File: src/rtl/apb_pkg.sv
// rtl/apb_pkg.sv - shared APB state encoding and pprot bit positions
package apb_pkg;

    // Bus phase, shared by requester and completer.
    typedef enum logic [1:0] {
        APB_IDLE   = 2'd0,
        APB_SETUP  = 2'd1,
        APB_ACCESS = 2'd2
    } apb_state_e;

    // Bit positions inside pprot.
    localparam int PPROT_PRIV   = 0;
    localparam int PPROT_NONSEC = 1;
    localparam int PPROT_INSTR  = 2;

endpackage

File: src/rtl/apb_wait_timer.sv
// rtl/apb_wait_timer.sv - wait-state watchdog counter for the APB requester
//
// Ports:
//   i_clk     clock
//   i_resetn  synchronous active-low reset
//   i_clear   zero the count (asserted in the cycle before ACCESS)
//   i_enable  one wait cycle observed (ACCESS with pready low)
//   o_expire  this wait cycle is the TIMEOUT_CYCLES-th in a row
module apb_wait_timer #(
    parameter int TIMEOUT_CYCLES = 16
) (
    input  logic i_clk,
    input  logic i_resetn,
    input  logic i_clear,
    input  logic i_enable,
    output logic o_expire
);

    localparam int CW = (TIMEOUT_CYCLES > 0) ? $clog2(TIMEOUT_CYCLES + 1) : 1;

    generate
        if (TIMEOUT_CYCLES > 0) begin : g_timer
            localparam logic [CW-1:0] LAST = CW'(TIMEOUT_CYCLES - 1);
            logic [CW-1:0] r_count;

            // The count holds the wait cycles already seen, so expiry fires on
            // the wait cycle that would bring it to TIMEOUT_CYCLES.
            always_ff @(posedge i_clk) begin
                if (!i_resetn || i_clear) begin
                    r_count <= '0;
                end else if (i_enable && !o_expire) begin
                    r_count <= r_count + CW'(1);
                end
            end

            assign o_expire = i_enable && (r_count == LAST);
        end else begin : g_off
            assign o_expire = 1'b0;
        end
    endgenerate

endmodule

File: src/rtl/apb_requester.sv
// rtl/apb_requester.sv - APB5 requester: command port to SETUP/ACCESS bus sequence
//
// Ports:
//   pclk, preset_n                  clock, synchronous active-low reset
//   cmd_valid/cmd_ready             command handshake
//   cmd_write/addr/wdata/strb/prot  command payload
//   rsp_valid/rdata/slverr/timeout  one-cycle response pulse
//   psel/penable/pwrite/paddr/pwdata/pstrb/pprot   registered APB outputs
//   prdata/pready/pslverr           completer response
module apb_requester
    import apb_pkg::*;
#(
    parameter int ADDR_WIDTH     = 32,
    parameter int DATA_WIDTH     = 32,
    parameter int TIMEOUT_CYCLES = 16
) (
    input  logic                    pclk,
    input  logic                    preset_n,
    input  logic                    cmd_valid,
    output logic                    cmd_ready,
    input  logic                    cmd_write,
    input  logic [ADDR_WIDTH-1:0]   cmd_addr,
    input  logic [DATA_WIDTH-1:0]   cmd_wdata,
    input  logic [DATA_WIDTH/8-1:0] cmd_strb,
    input  logic [2:0]              cmd_prot,
    output logic                    rsp_valid,
    output logic [DATA_WIDTH-1:0]   rsp_rdata,
    output logic                    rsp_slverr,
    output logic                    rsp_timeout,
    output logic                    psel,
    output logic                    penable,
    output logic                    pwrite,
    output logic [ADDR_WIDTH-1:0]   paddr,
    output logic [DATA_WIDTH-1:0]   pwdata,
    output logic [DATA_WIDTH/8-1:0] pstrb,
    output logic [2:0]              pprot,
    input  logic [DATA_WIDTH-1:0]   prdata,
    input  logic                    pready,
    input  logic                    pslverr
);

    apb_state_e              r_state;
    logic                    r_psel;
    logic                    r_penable;
    logic                    r_pwrite;
    logic [ADDR_WIDTH-1:0]   r_paddr;
    logic [DATA_WIDTH-1:0]   r_pwdata;
    logic [DATA_WIDTH/8-1:0] r_pstrb;
    logic [2:0]              r_pprot;
    logic                    r_rsp_valid;
    logic [DATA_WIDTH-1:0]   r_rsp_rdata;
    logic                    r_rsp_slverr;
    logic                    r_rsp_timeout;

    logic w_complete;
    logic w_cmd_ready;
    logic w_handshake;
    logic w_expire;

    // Ready in IDLE, and also in the completing ACCESS cycle so a following
    // command can go straight to SETUP without an IDLE gap.
    assign w_complete  = (r_state == APB_ACCESS) && pready;
    assign w_cmd_ready = preset_n && ((r_state == APB_IDLE) || w_complete);
    assign w_handshake = cmd_valid && w_cmd_ready;

    apb_wait_timer #(
        .TIMEOUT_CYCLES(TIMEOUT_CYCLES)
    ) u_wait_timer (
        .i_clk    (pclk),
        .i_resetn (preset_n),
        .i_clear  (r_state == APB_SETUP),
        .i_enable ((r_state == APB_ACCESS) && !pready),
        .o_expire (w_expire)
    );

    always_ff @(posedge pclk) begin
        if (!preset_n) begin
            r_state       <= APB_IDLE;
            r_psel        <= 1'b0;
            r_penable     <= 1'b0;
            r_pwrite      <= 1'b0;
            r_paddr       <= '0;
            r_pwdata      <= '0;
            r_pstrb       <= '0;
            r_pprot       <= '0;
            r_rsp_valid   <= 1'b0;
            r_rsp_rdata   <= '0;
            r_rsp_slverr  <= 1'b0;
            r_rsp_timeout <= 1'b0;
        end else begin
            r_rsp_valid <= 1'b0;

            case (r_state)
                APB_IDLE: begin
                end
                APB_SETUP: begin
                    r_penable <= 1'b1;
                    r_state   <= APB_ACCESS;
                end
                APB_ACCESS: begin
                    if (pready) begin
                        r_rsp_valid   <= 1'b1;
                        r_rsp_rdata   <= r_pwrite ? '0 : prdata;
                        r_rsp_slverr  <= pslverr;
                        r_rsp_timeout <= 1'b0;
                        r_psel        <= 1'b0;
                        r_penable     <= 1'b0;
                        r_state       <= APB_IDLE;
                    end else if (w_expire) begin
                        r_rsp_valid   <= 1'b1;
                        r_rsp_rdata   <= '0;
                        r_rsp_slverr  <= 1'b1;
                        r_rsp_timeout <= 1'b1;
                        r_psel        <= 1'b0;
                        r_penable     <= 1'b0;
                        r_state       <= APB_IDLE;
                    end
                end
                default: begin
                    r_psel    <= 1'b0;
                    r_penable <= 1'b0;
                    r_state   <= APB_IDLE;
                end
            endcase

            // A new command overrides the IDLE fall-back of a completing
            // transfer, keeping psel high into the next SETUP.
            if (w_handshake) begin
                r_psel    <= 1'b1;
                r_penable <= 1'b0;
                r_pwrite  <= cmd_write;
                r_paddr   <= cmd_addr;
                r_pprot   <= cmd_prot;
                r_pstrb   <= cmd_write ? cmd_strb : '0;
                if (cmd_write) begin
                    r_pwdata <= cmd_wdata;
                end
                r_state   <= APB_SETUP;
            end
        end
    end

    assign cmd_ready   = w_cmd_ready;
    assign psel        = r_psel;
    assign penable     = r_penable;
    assign pwrite      = r_pwrite;
    assign paddr       = r_paddr;
    assign pwdata      = r_pwdata;
    assign pstrb       = r_pstrb;
    assign pprot       = r_pprot;
    assign rsp_valid   = r_rsp_valid;
    assign rsp_rdata   = r_rsp_rdata;
    assign rsp_slverr  = r_rsp_slverr;
    assign rsp_timeout = r_rsp_timeout;

endmodule

File: config.mk
export PLATFORM = sky130hd
export DESIGN_NAME = apb_requester
export DESIGN_NICKNAME = d
export VERILOG_FILES = /design/src/rtl/apb_pkg.sv /design/src/rtl/apb_wait_timer.sv /design/src/rtl/apb_requester.sv
export SDC_FILE = /design/constraint.sdc
export NUM_CORES = 1
export LEC_CHECK = 0
export CORE_UTILIZATION = 43
export DETAILED_ROUTE_END_ITERATION = 16
export PLACE_DENSITY = 0.89
export SLEW_MARGIN = 20
export SYNTH_ARGS = -nofsm -noshare
export SYNTH_HDL_FRONTEND = slang
export SYNTH_SLANG_ARGS = --single-unit
File: constraint.sdc
create_clock -name pclk -period 3.7 [get_ports pclk]
set_clock_uncertainty 0.2 [all_clocks]
set_input_delay 0.37 -clock pclk [delete_from_list [all_inputs] [get_ports pclk]]
set_output_delay 0.37 -clock pclk [all_outputs]
set_load 0.005 [all_outputs]
* After elaboration in Yosys (flattened, before gate mapping) *
Cells that the tools add are included.

word-level totals
  register bits = 116
  latch bits = 0
  memories = 0
  bits in read-only memories = 0
  input port bits = 109
  bits in writable memories = 0

cells by class
  add/sub/neg operators = 1
  div/mod/pow operators = 0
  shift operators = 0
  equality and inequality tests = 7
  order comparisons = 0
  multipliers = 0
  bitwise operators = 2
  reduce and logical (&&, ||, !) cells = 21
  mux-type cells = 18

operators with widths
  cell                                                                     count
  32-bit 2-to-1 mux                                                        3
  2-bit AND reduction                                                      6
  1-bit 2-to-1 mux                                                         9
  1-bit logical AND                                                        6
  2-bit one-hot mux with 3 select lines                                    1
  5-bit by 1-bit adder with 5-bit output, second input constant            1
  5-bit by 4-bit equality test with 1-bit output, second input constant    1
  2-bit 2-to-1 mux                                                         2
  4-bit 2-to-1 mux                                                         1
  4-bit by 3-bit inequality test with 1-bit output, second input constant  1
  2-bit OR reduction                                                       2
  1-bit logical NOT                                                        3
  3-bit by 2-bit inequality test with 1-bit output, second input constant  1
  1-bit one-hot mux with 3 select lines                                    1
  2-bit by 1-bit equality test with 1-bit output, second input constant    1
  2-bit equality test, second input constant                               1
  2-bit logical NOT                                                        1
  1-bit logical OR                                                         2
  2-bit by 1-bit inequality test with 1-bit output, second input constant  1
  2-bit inequality test, second input constant                             1
  1-bit inverter                                                           2
  1-bit one-hot mux with 2 select lines                                    1
  2-bit nonzero test                                                       1

* Logic depth before layout (Yosys ltp) *
  depth after elaboration = 7
  depth in mapped cells = 7
  depth with buffers taken out = 6

* Cells and area by module *
From an unflattened synthesis, not the netlist that was laid out.

second synthesis, totals
  cells, all modules = 525
  area, all modules = 4647.0 um2

modules (own cells, without submodules)
  module          cells an instance  instances  seq. area each (um2)  area an instance (um2)
  apb_requester   498                1          2202.1                4398.0
  apb_wait_timer  27                 1          100.1                 249.0

* Least setup slack after synthesis *
OpenSTA, ideal clock, no wires.

  kind = flip-flop to flip-flop
  start point = register u_wait_timer.g_timer.r_count[0]
  end point = register r_rsp_rdata[10], in the netlist rsp_rdata[10]
  data required time = 3.441 ns
  cell stages (with the launch flop) = 8
  setup time = 0.059 ns
  clock period less this slack = 1.947 ns
  data arrival time = 1.689 ns
  path slack = 1.753 ns
  cells stage by stage = dfxtp_1 -> ha_1 -> and3_1 -> ha_1 -> or2_1 -> a21oi_2 -> buf_2 -> a22o_1

on the way
  word-level cells in the longest chain between the ends = 4

RTL lines
  what                                            RTL line              RTL
  from (decl)                                     apb_wait_timer.sv:24  logic [CW-1:0] r_count;
  from (signal assigned)                          apb_wait_timer.sv:32  r_count <= r_count + CW'(1);
  5-bit by 4-bit equality test with 1-bit output  apb_wait_timer.sv:36  assign o_expire = i_enable && (r_count == LAST);
  1-bit logical AND                               apb_wait_timer.sv:36
  2-bit nonzero test (no line)                    --
  2-bit AND reduction (no line)                   --
  to (signal assigned)                            apb_requester.sv:103  r_rsp_rdata <= r_pwrite ? '0 : prdata;
  to (decl)                                       apb_requester.sv:51   logic [DATA_WIDTH-1:0] r_rsp_rdata;

Every way passes these cells.
A chain may end at the register's enable or synchronous reset.

==> metrics <==
Vias 4,308; Mapped Area 4260 µm²; CP Class in -> reg; # setup viols final 0; Pwr Density 498 nW/µm²; post-DR wirelength/cell 18.0 µm; Non-Filler Instances 795; port buffer count 218; Synth Warn # 0; largest family of logic cells by synthesized area simple AND/OR/NAND/NOR gates; CP most frequent cell buf_4; CTS Sinks 115; crit-path cells dlygate4sd3_1 -> buf_2 -> buf_4 -> inv_1 -> nor3_4 -> buf_4 -> a22o_1; Total Power 0.00351 W; top cell type's share of synthesized area 54.1%; CTS buffer count 17; # DRC 0; most common cell in the netlist dfxtp_1; Crit Path Max Fanout 78; Die Width 101 µm; TritonCTS clock tree done; Yosys reg bits 115; TritonRoute pass-1 iters 5; multiplexer area fraction after synthesis 1.41%; # IOs 219; Clock transition at path regs 60 ps; Resized Gates After CTS 0; largest net degree at the start of global routing 79; Post-DRT Antenna Nets 0; Yosys top cell by area dfxtp_1; Simple-Gate Fraction of Synth Area 20.8%; Congestion Overflow GR 0; number of distinct library cells after synthesis 34; Net count, final 764; Die Y 101 µm; Via density 5.42; Initial Util 45.2%; RSZ-0062 raised after global routing false; CP peak stage delay 630 ps; sequential area share after synthesis 54.1%; Post-CTS Setup Bufs 0; Adder-Cell Fraction of Synth Area 0.588%; syn nets 563; Slew Limit Fails 0; dpl hpwl 9.46 mm; fraction of layout cells with a size suffix above 1 7.21%; DR iter-0 viols 221; Worst path top cell family by delay buffers and inverters; Clock Path Buffers 2; clock latency on the worst-skew pair 510 ps; Setup TNS 0 ps; run status completed; first-pass GRT wire length 21.9 mm; hold_buf cts 1; xor/xnor share of the synthesized area 0.206%; clock root buffer master clkbuf_8; synth cell count leaders dfxtp_1 (115), nand2_1 (79), nand4_1 (67), o21ai_1 (67), a22o_1 (32); Worst setup EP type register; Layout area overhead 65.8%; Max transition margin 45.6%; prevailing post-synth register cell dfxtp_1; Slew @ Worst Pin 816 ps; CP required 3940 ps; Synth async-reset ratio 0%; Peak VDD IR 0.343 mV; initial antenna violation count 0; Total GRT Usage 27.7%; Worst setup SP type input pin; Routability Congestion 0.826; Max-Cap Viols 0; compound-gate portion of the synthesized area 16.1%; synth top area cells dfxtp_1 (54%), nand4_1 (9.8%), o21ai_1 (7.9%); LEAKAGE 2.61 nW; Slowest cell on crit path buf_4; number of synthesized flops with an enable pin 0; fin crit period 2560 ps; CTS H-tree lvls 4; final hold vios 0; Cells after Synth 452; vias in the first global route 4,325; Synth Area per Inst 9.42 µm²; WP data arrival 2800 ps; Worst Path Buf+Inv 5; Placed Instances 762; Core Area 9420 µm²; overall routed net length 14.3 mm; fin crit share 69.2%; DIE AREA 10,300 µm²; fmax 391 MHz; HP Class in -> reg; num rows 35; filler instances 621; ANT cells 0
==> final timing paths <==
path,from,end,slack [ps],cells after the start
max,preset_n,rsp_rdata[26],1140,7
min,cmd_addr[10],paddr[10],210,3
max reg2reg,r_state[0],pwdata[25],1410,4
min reg2reg,pwdata[2],pwdata[2],250,2
==> layout make-up <==
type                    instances  area (µm²)  share of cell area (%)
flip-flops and latches        115        2300                    32.6
inverters                       5        21.3                   0.301
well taps                     129         161                    2.29
multi-input cells             287        1680                    23.9
clock buffers                  20         435                    6.17
clock inverters                12         204                    2.89
repair buffers                227        2250                    31.8
==> sequential cells by signal, indices dropped and copies added (netlist names) <==
register,count
rsp_rdata,32
rsp_valid,1
pwdata,32
rsp_timeout,1
pwrite,1
u_wait_timer.g_timer.r_count,5
r_state,1
pprot,3
rsp_slverr,1
penable,1
pstrb,4
paddr,32
psel,1
==> cell usage in the layout (no fill, tap or decap), types with 2 or more instances in the layout <==
cell type / Yosys / final
mux2i_1: 6 / 6
clkinvlp_4: 0 / 3
nand3_1: 2 / 2
clkinv_4: 0 / 2
nor2_1: 4 / 4
clkbuf_16: 0 / 16
o21ai_1: 67 / 67
dfxtp_1: 115 / 115
clkdlybuf4s50_1: 0 / 217
and2_1: 3 / 3
nand3b_1: 2 / 2
a22o_1: 32 / 32
nand4_1: 67 / 67
and3_1: 3 / 3
buf_4: 7 / 8
clkbuf_8: 0 / 2
clkbuf_1: 15 / 2
bufinv_16: 0 / 5
ha_1: 2 / 2
nand2_1: 79 / 79
inv_1: 4 / 4
a21oi_1: 4 / 4
==> where the power goes <==
| group | internal [W] | switching, W |
|---|---|---|
| clock network | 0.00118 | 0.000588 |
| logic | 0.000241 | 0.000165 |
| registers | 0.00130 | 0.0000363 |
| total | 0.00272 | 0.000789 |
==> per-stage QoR <==
| stage | hold WS, ps | util (%) | cell area, µm² | worst slack, ps |
|---|---|---|---|---|
| after global placement | 234 | 68.0 | 6410 | 1200 |
| after floorplan | 245 | - | 4260 | 1750 |
| final | 214 | 74.9 | 7060 | 1140 |
| after detailed placement | 240 | 68.0 | 6410 | 1100 |
| after global routing | 219 | 74.9 | 7060 | 995 |
| after CTS | 197 | 74.9 | 7060 | 1160 |
==> worst reg2reg max path: stages (launching register included) <==
cell and delay [ps]:
dfxtp_1 400, nor2b_4 140, buf_4 580, and3_4 620, o21ai_1 200
==> logic make-up (layout without fill, tap and decap cells) <==
kind of cell | after synthesis | count (layout)
simple gates | 169 | 169
flops | 115 | 115
compound gates | 109 | 109
buf+inv | 50 | 264
mux | 6 | 6
fa+ha+maj | 2 | 2
xor+xnor | 1 | 1
==> metal layers <==
metal / routed length (µm) / share of wire (%) / vias up / global-route usage [%]
li1: - / - / 2038 / -
met1: 5420 / 38 / 2015 / 29.7
met2: 7140 / 50 / 231 / 49.1
met3: 1400 / 9.8 / 24 / 9.59
met4: 333 / 2.3 / 0 / 12.4
met5: 0 / 0 / - / 0
(Power assumes the default switching activity.)
==> edit 1 (config.mk and constraints unchanged) <==
Re-encode `apb_state_e` (3 states) as one-hot, 3 bits wide.
--- a/src/rtl/apb_pkg.sv
+++ b/src/rtl/apb_pkg.sv
@@ -3,8 +3,8 @@
 
     // Bus phase, shared by requester and completer.
-    typedef enum logic [1:0] {
-        APB_IDLE   = 2'd0,
-        APB_SETUP  = 2'd1,
-        APB_ACCESS = 2'd2
+    typedef enum logic [2:0] {
+        APB_IDLE   = 3'b001,
+        APB_SETUP  = 3'b010,
+        APB_ACCESS = 3'b100
     } apb_state_e;
 
Formal check against the unedited RTL: no difference found for any inputs over 10 cycles, from zero or initial values and one cycle with preset_n low; not proved beyond that.
==> edit 1 against the unedited design <==
  * Area after synthesis rose by 9.3%
  * Power fell by 7.0%
  * Largest cell class unchanged
  * Routed wire length is 5.7% lower
  * Worst hold slack got worse by 0.15 ns
  * Sequential cell count grew 1
  * Global-route usage fell by 3.2 points
  * Critical endpoint is now cmd_ready
  * Via count grew 5.0%
  * Worst setup slack lost 0.054 ns
  * First-iteration DRC count grew 43%
  * Die area increased by 9.2%
  * Highest routed layer unchanged
  * Non-clock buffer count decreased by 3
  * Design area is 4.9% higher
==> edit 1: results <==
group,metric,value,unit
outcome,status,"completed",
synthesis,yosysSeqAreaShare,49.9,%
synthesis,ys_types,34,
synthesis,synth-edff-count,0,
placement,place_hpwl,9.37,mm
synthesis,syn-num-nets,640,
cells_and_area,drive_gt1_share,5.81,%
synthesis,synth_compound_area_share,10.0,%
synthesis,synth-xor-area-share,0.188,%
global_route,grt_usage,24.5,%
cts,cts_max_level,4,
cts,numCtsBuffers,17,
pwr,ir_drop,0.000283,V
placement,gp_congestion,0.823,
critical_path,critical_path_peak_fanout,8,
placement,portBuffers,218,
global_route,antenna_found_initial,0,
synthesis,yosys_most_used_dff,"dfxtp_1",
drt,vias_per_cell,5.16,
drt,drtPass1Iterations,5,
cells_and_area,diodes,0,
global_route,grt_pass1_vias,4628,
worst_hold_path,hold_class,"in2reg",
cells_and_area,fin_nets,838,
synthesis,synthTopCellsByCount,"nand2_1 (141), dfxtp_1 (116), mux2i_1 (72)",
cells_and_area,fill_cells,788,
synthesis,synth.area.mux_share,15.5,%
cts,post-cts-setup-buffers,0,
cts,cts_buffer_depth,2,
synthesis,synthArstFlopShare,0,%
cts,ctsResizeCount,0,
cts,clk_latency,0.50,ns
cts,cts_root_buffer,"clkbuf_8",
global_route,grt_pass1_wl,21.7,mm
synthesis,synthAdderAreaFrac,0.538,%
drt,wirelength,13.5,mm
global_route,grt_max_degree,107,
cts,clk_pin_slew,0.06,ns
drt,drt_iter0_drc,316,
pwr,switchingPower,0.764,mW
timing,worst_slew_margin_rel,36.3,%
pwr,power_leakage,2.72,nW
synthesis,ys_warn_count,0,
synthesis,synth_area_leaders,"dfxtp_1 (50%), mux2i_1 (15%), nand2_1 (11%)",
edit 1: cell count changes in the layout (fill, tap and decap cells not counted), moves of 32 or more:
cell | before | now
nand3_1 | 2 | 38
a22o_1 | 32 | 0
a21oi_1 | 4 | 42
mux2i_1 | 6 | 72
o21ai_1 | 67 | 0
nand2_1 | 79 | 141
nand4_1 | 67 | 0
o21ai_0 | 0 | 36
edit 1: per-stage QoR:
step           hold WS (ns)  util (%)  cell area [um2]  std cells  setup WS [ns]
6_report             0.0651      71.1             7400        876           1.09
4_1_cts              0.0396      71.1             7400        876           1.06
3_5_place_dp          0.247      65.7             6840        844           1.10
5_1_grt              0.0662      71.1             7400        876          0.913
2_1_floorplan         0.248         -             4650        529           1.61
3_3_place_gp          0.242      65.7             6840        844           1.10
edit 1: final timing paths:
check / cells after the start / to / from / slack [ns]
max: 4 / cmd_ready / pready / 1.09
min reg2reg: 2 / pstrb[0] / pstrb[0] / 0.26
min: 2 / r_state[0] / preset_n / 0.07
max reg2reg: 7 / rsp_rdata[17] / u_wait_timer.g_timer.r_count[0] / 1.32
edit 1: area by class of cell:
cell class	count	share of cell area (%)
inverters	5	0.254
multi-input cells	363	28.5
flip-flops and latches	116	31.4
clock inverters	13	1.83
clock buffers	19	5.70
repair buffers	224	30.1
well taps	136	2.30
edit 1: worst max-delay path, stage by stage:
cell and delay, ns:
clkdlybuf4s50_1 0.60, nand3b_1 0.26, a211oi_1 0.26, clkdlybuf4s50_1 0.54
edit 1: cell families (layout without fill, tap and decap cells):
kind of cell / Yosys count / count (layout)
multiplexers: 72 / 72
flip-flops: 116 / 116
AO/OA/AOI/OAI: 86 / 86
XOR/XNOR: 1 / 1
buffers and inverters: 50 / 261
adder cells (fa/ha/maj): 2 / 2
AND/OR/NAND/NOR: 202 / 202
edit 1: routing by layer:
| layer | part of all wire (%) | global-route usage [%] |
|---|---|---|
| met1 | 38 | 26.5 |
| met2 | 51 | 42.8 |
| met3 | 6.5 | 6.74 |
| met4 | 4.2 | 14.0 |
| met5 | 0 | 0 |
edit 1: power groups by stage:
stage / clock (mW) / combinational, mW / sequential, mW
after global routing: 1.62 / 0.438 / 1.34
after CTS: 1.55 / 0.410 / 1.34
after floorplan: 0 / 0.164 / 1.36
after detailed placement: 0 / 0.407 / 1.36
after global placement: 0 / 0.395 / 1.36
final: 1.52 / 0.407 / 1.34
==> edit 2 (same settings) <==
Made on the original files. The parameter `DATA_WIDTH` goes from 32 to 16.
--- a/src/rtl/apb_requester.sv
+++ b/src/rtl/apb_requester.sv
@@ -12,5 +12,5 @@
 #(
     parameter int ADDR_WIDTH     = 32,
-    parameter int DATA_WIDTH     = 32,
+    parameter int DATA_WIDTH     = 16,
     parameter int TIMEOUT_CYCLES = 16
 ) (
Ports: changed (6 resized); port bits go from 219 to 151. No check against the original RTL was run, so the function may have changed too.
==> edit 2 against the unedited design <==
  * Routed wire length down 38%
  * Register-to-register slack worse by 0.04 ns
  * Power is 47% lower
  * Worst setup slack lost 0.35 ns
  * Global-route usage down 4.6 points
  * Combinational power decreased by 27%
  * Count of clock-buffer cells in the layout decreased by 9
  * Critical path depth decreased by 3
  * Sequential share of layout area is 1.3 points higher
  * Sequential power decreased by 29%
  * Sequential cell count down 34
  * Design area fell by 32%
  * Largest power group is now sequential cells
  * Area after synthesis down 26%
==> edit 2: results <==
group,metric,value,unit
critical_path,r2r_slack,1.37,ns
placement,placed_cell_area,4600,um2
worst_hold_path,hold_class,"reg2reg",
synthesis,synthTopCellsByCount,"dfxtp_1 (81), nand2_1 (59), nand4_1 (51)",
cells_and_area,fin_nets,545,
drt,vias_per_cell,5.35,
global_route,grt_pass1_wl,13.6,mm
pwr,power_leakage,1.74,nW
global_route,grt_pass1_vias,2872,
cts,clk_latency,0.34,ns
drt,wirelength,8.82,mm
cts,clk_pin_slew,0.08,ns
placement,gp_congestion,0.771,
synthesis,ys_types,37,
global_route,grt_usage,23.1,%
placement,place_hpwl,6.10,mm
critical_path,critical_path_peak_fanout,30,
drt,drt_iter0_drc,196,
pwr,ir_drop,0.000238,V
synthesis,synth_area_leaders,"dfxtp_1 (52%), nand4_1 (10%), nand2_1 (7.1%)",
cts,numCtsBuffers,9,
timing,worst_slew_margin_rel,34.1,%
drt,drtPass1Iterations,4,
synthesis,yosysSeqAreaShare,51.8,%
cells_and_area,drive_gt1_share,8.49,%
outcome,status,"completed",
## edit 2: cell types whose count changed after synthesis, moves of 16 or more
cell / before / now
o21ai_1: 67 / 21
dfxtp_1: 115 / 81
nand2_1: 79 / 59
o21ai_0: 0 / 20
a22o_1: 32 / 16
nand4_1: 67 / 51
## edit 2: logic make-up after synthesis
logic type | share of synthesized area [%]
multiplexers | 1.28
flip-flops | 51.8
XOR/XNOR | 0.280
adder cells (fa/ha/maj) | 0.800
AND/OR/NAND/NOR | 22.9
buffers and inverters | 6.60
AO/OA/AOI/OAI | 16.4
## edit 2: metal layers
metal	GRT usage (%)	wire length (um)	vias up
met4	8.49	141	0
met5	0	0	-
met1	26.1	3580	1423
met3	5.97	667	15
met2	41.5	4430	131
li1	-	-	1462
## edit 2: where the power goes
group	internal (mW)	switching, mW
logic	0.177	0.118
clock network	0.322	0.295
registers	0.918	0.0283
## edit 2: final timing paths
path / startpoint / end / depth (start not counted)
setup / recovery: pready / cmd_ready / 4
hold / removal: paddr[9] / paddr[9] / 2
setup reg to reg: r_state[0] / pwdata[3] / 4
hold reg to reg: paddr[9] / paddr[9] / 2
## edit 2: worst max-delay path, stage by stage
cell and delay, ns:
clkdlybuf4s50_1 0.60, nand2b_2 0.62, and2_1 0.24, clkdlybuf4s50_1 0.51
## edit 2: area by class of cell
type / instances / area [um2]
fillers: 527 / 2120
flip-flops and latches: 81 / 1620
repair buffers: 154 / 1530
multi-input cells: 217 / 1310
clock buffers: 11 / 141
well taps: 96 / 120
clock inverters: 3 / 42.5
inverters: 5 / 18.8
## edit 2: metrics by stage
step	power [mW]	hold WS (ns)	instances	util [%]
CTS	1.88	0.258	567	69.2
global placement	1.25	0.240	553	66.6
finish	1.86	0.253	567	69.2
detailed placement	1.26	0.242	553	66.6
global route	1.93	0.267	567	69.2
floorplan	1.07	0.245	335	-
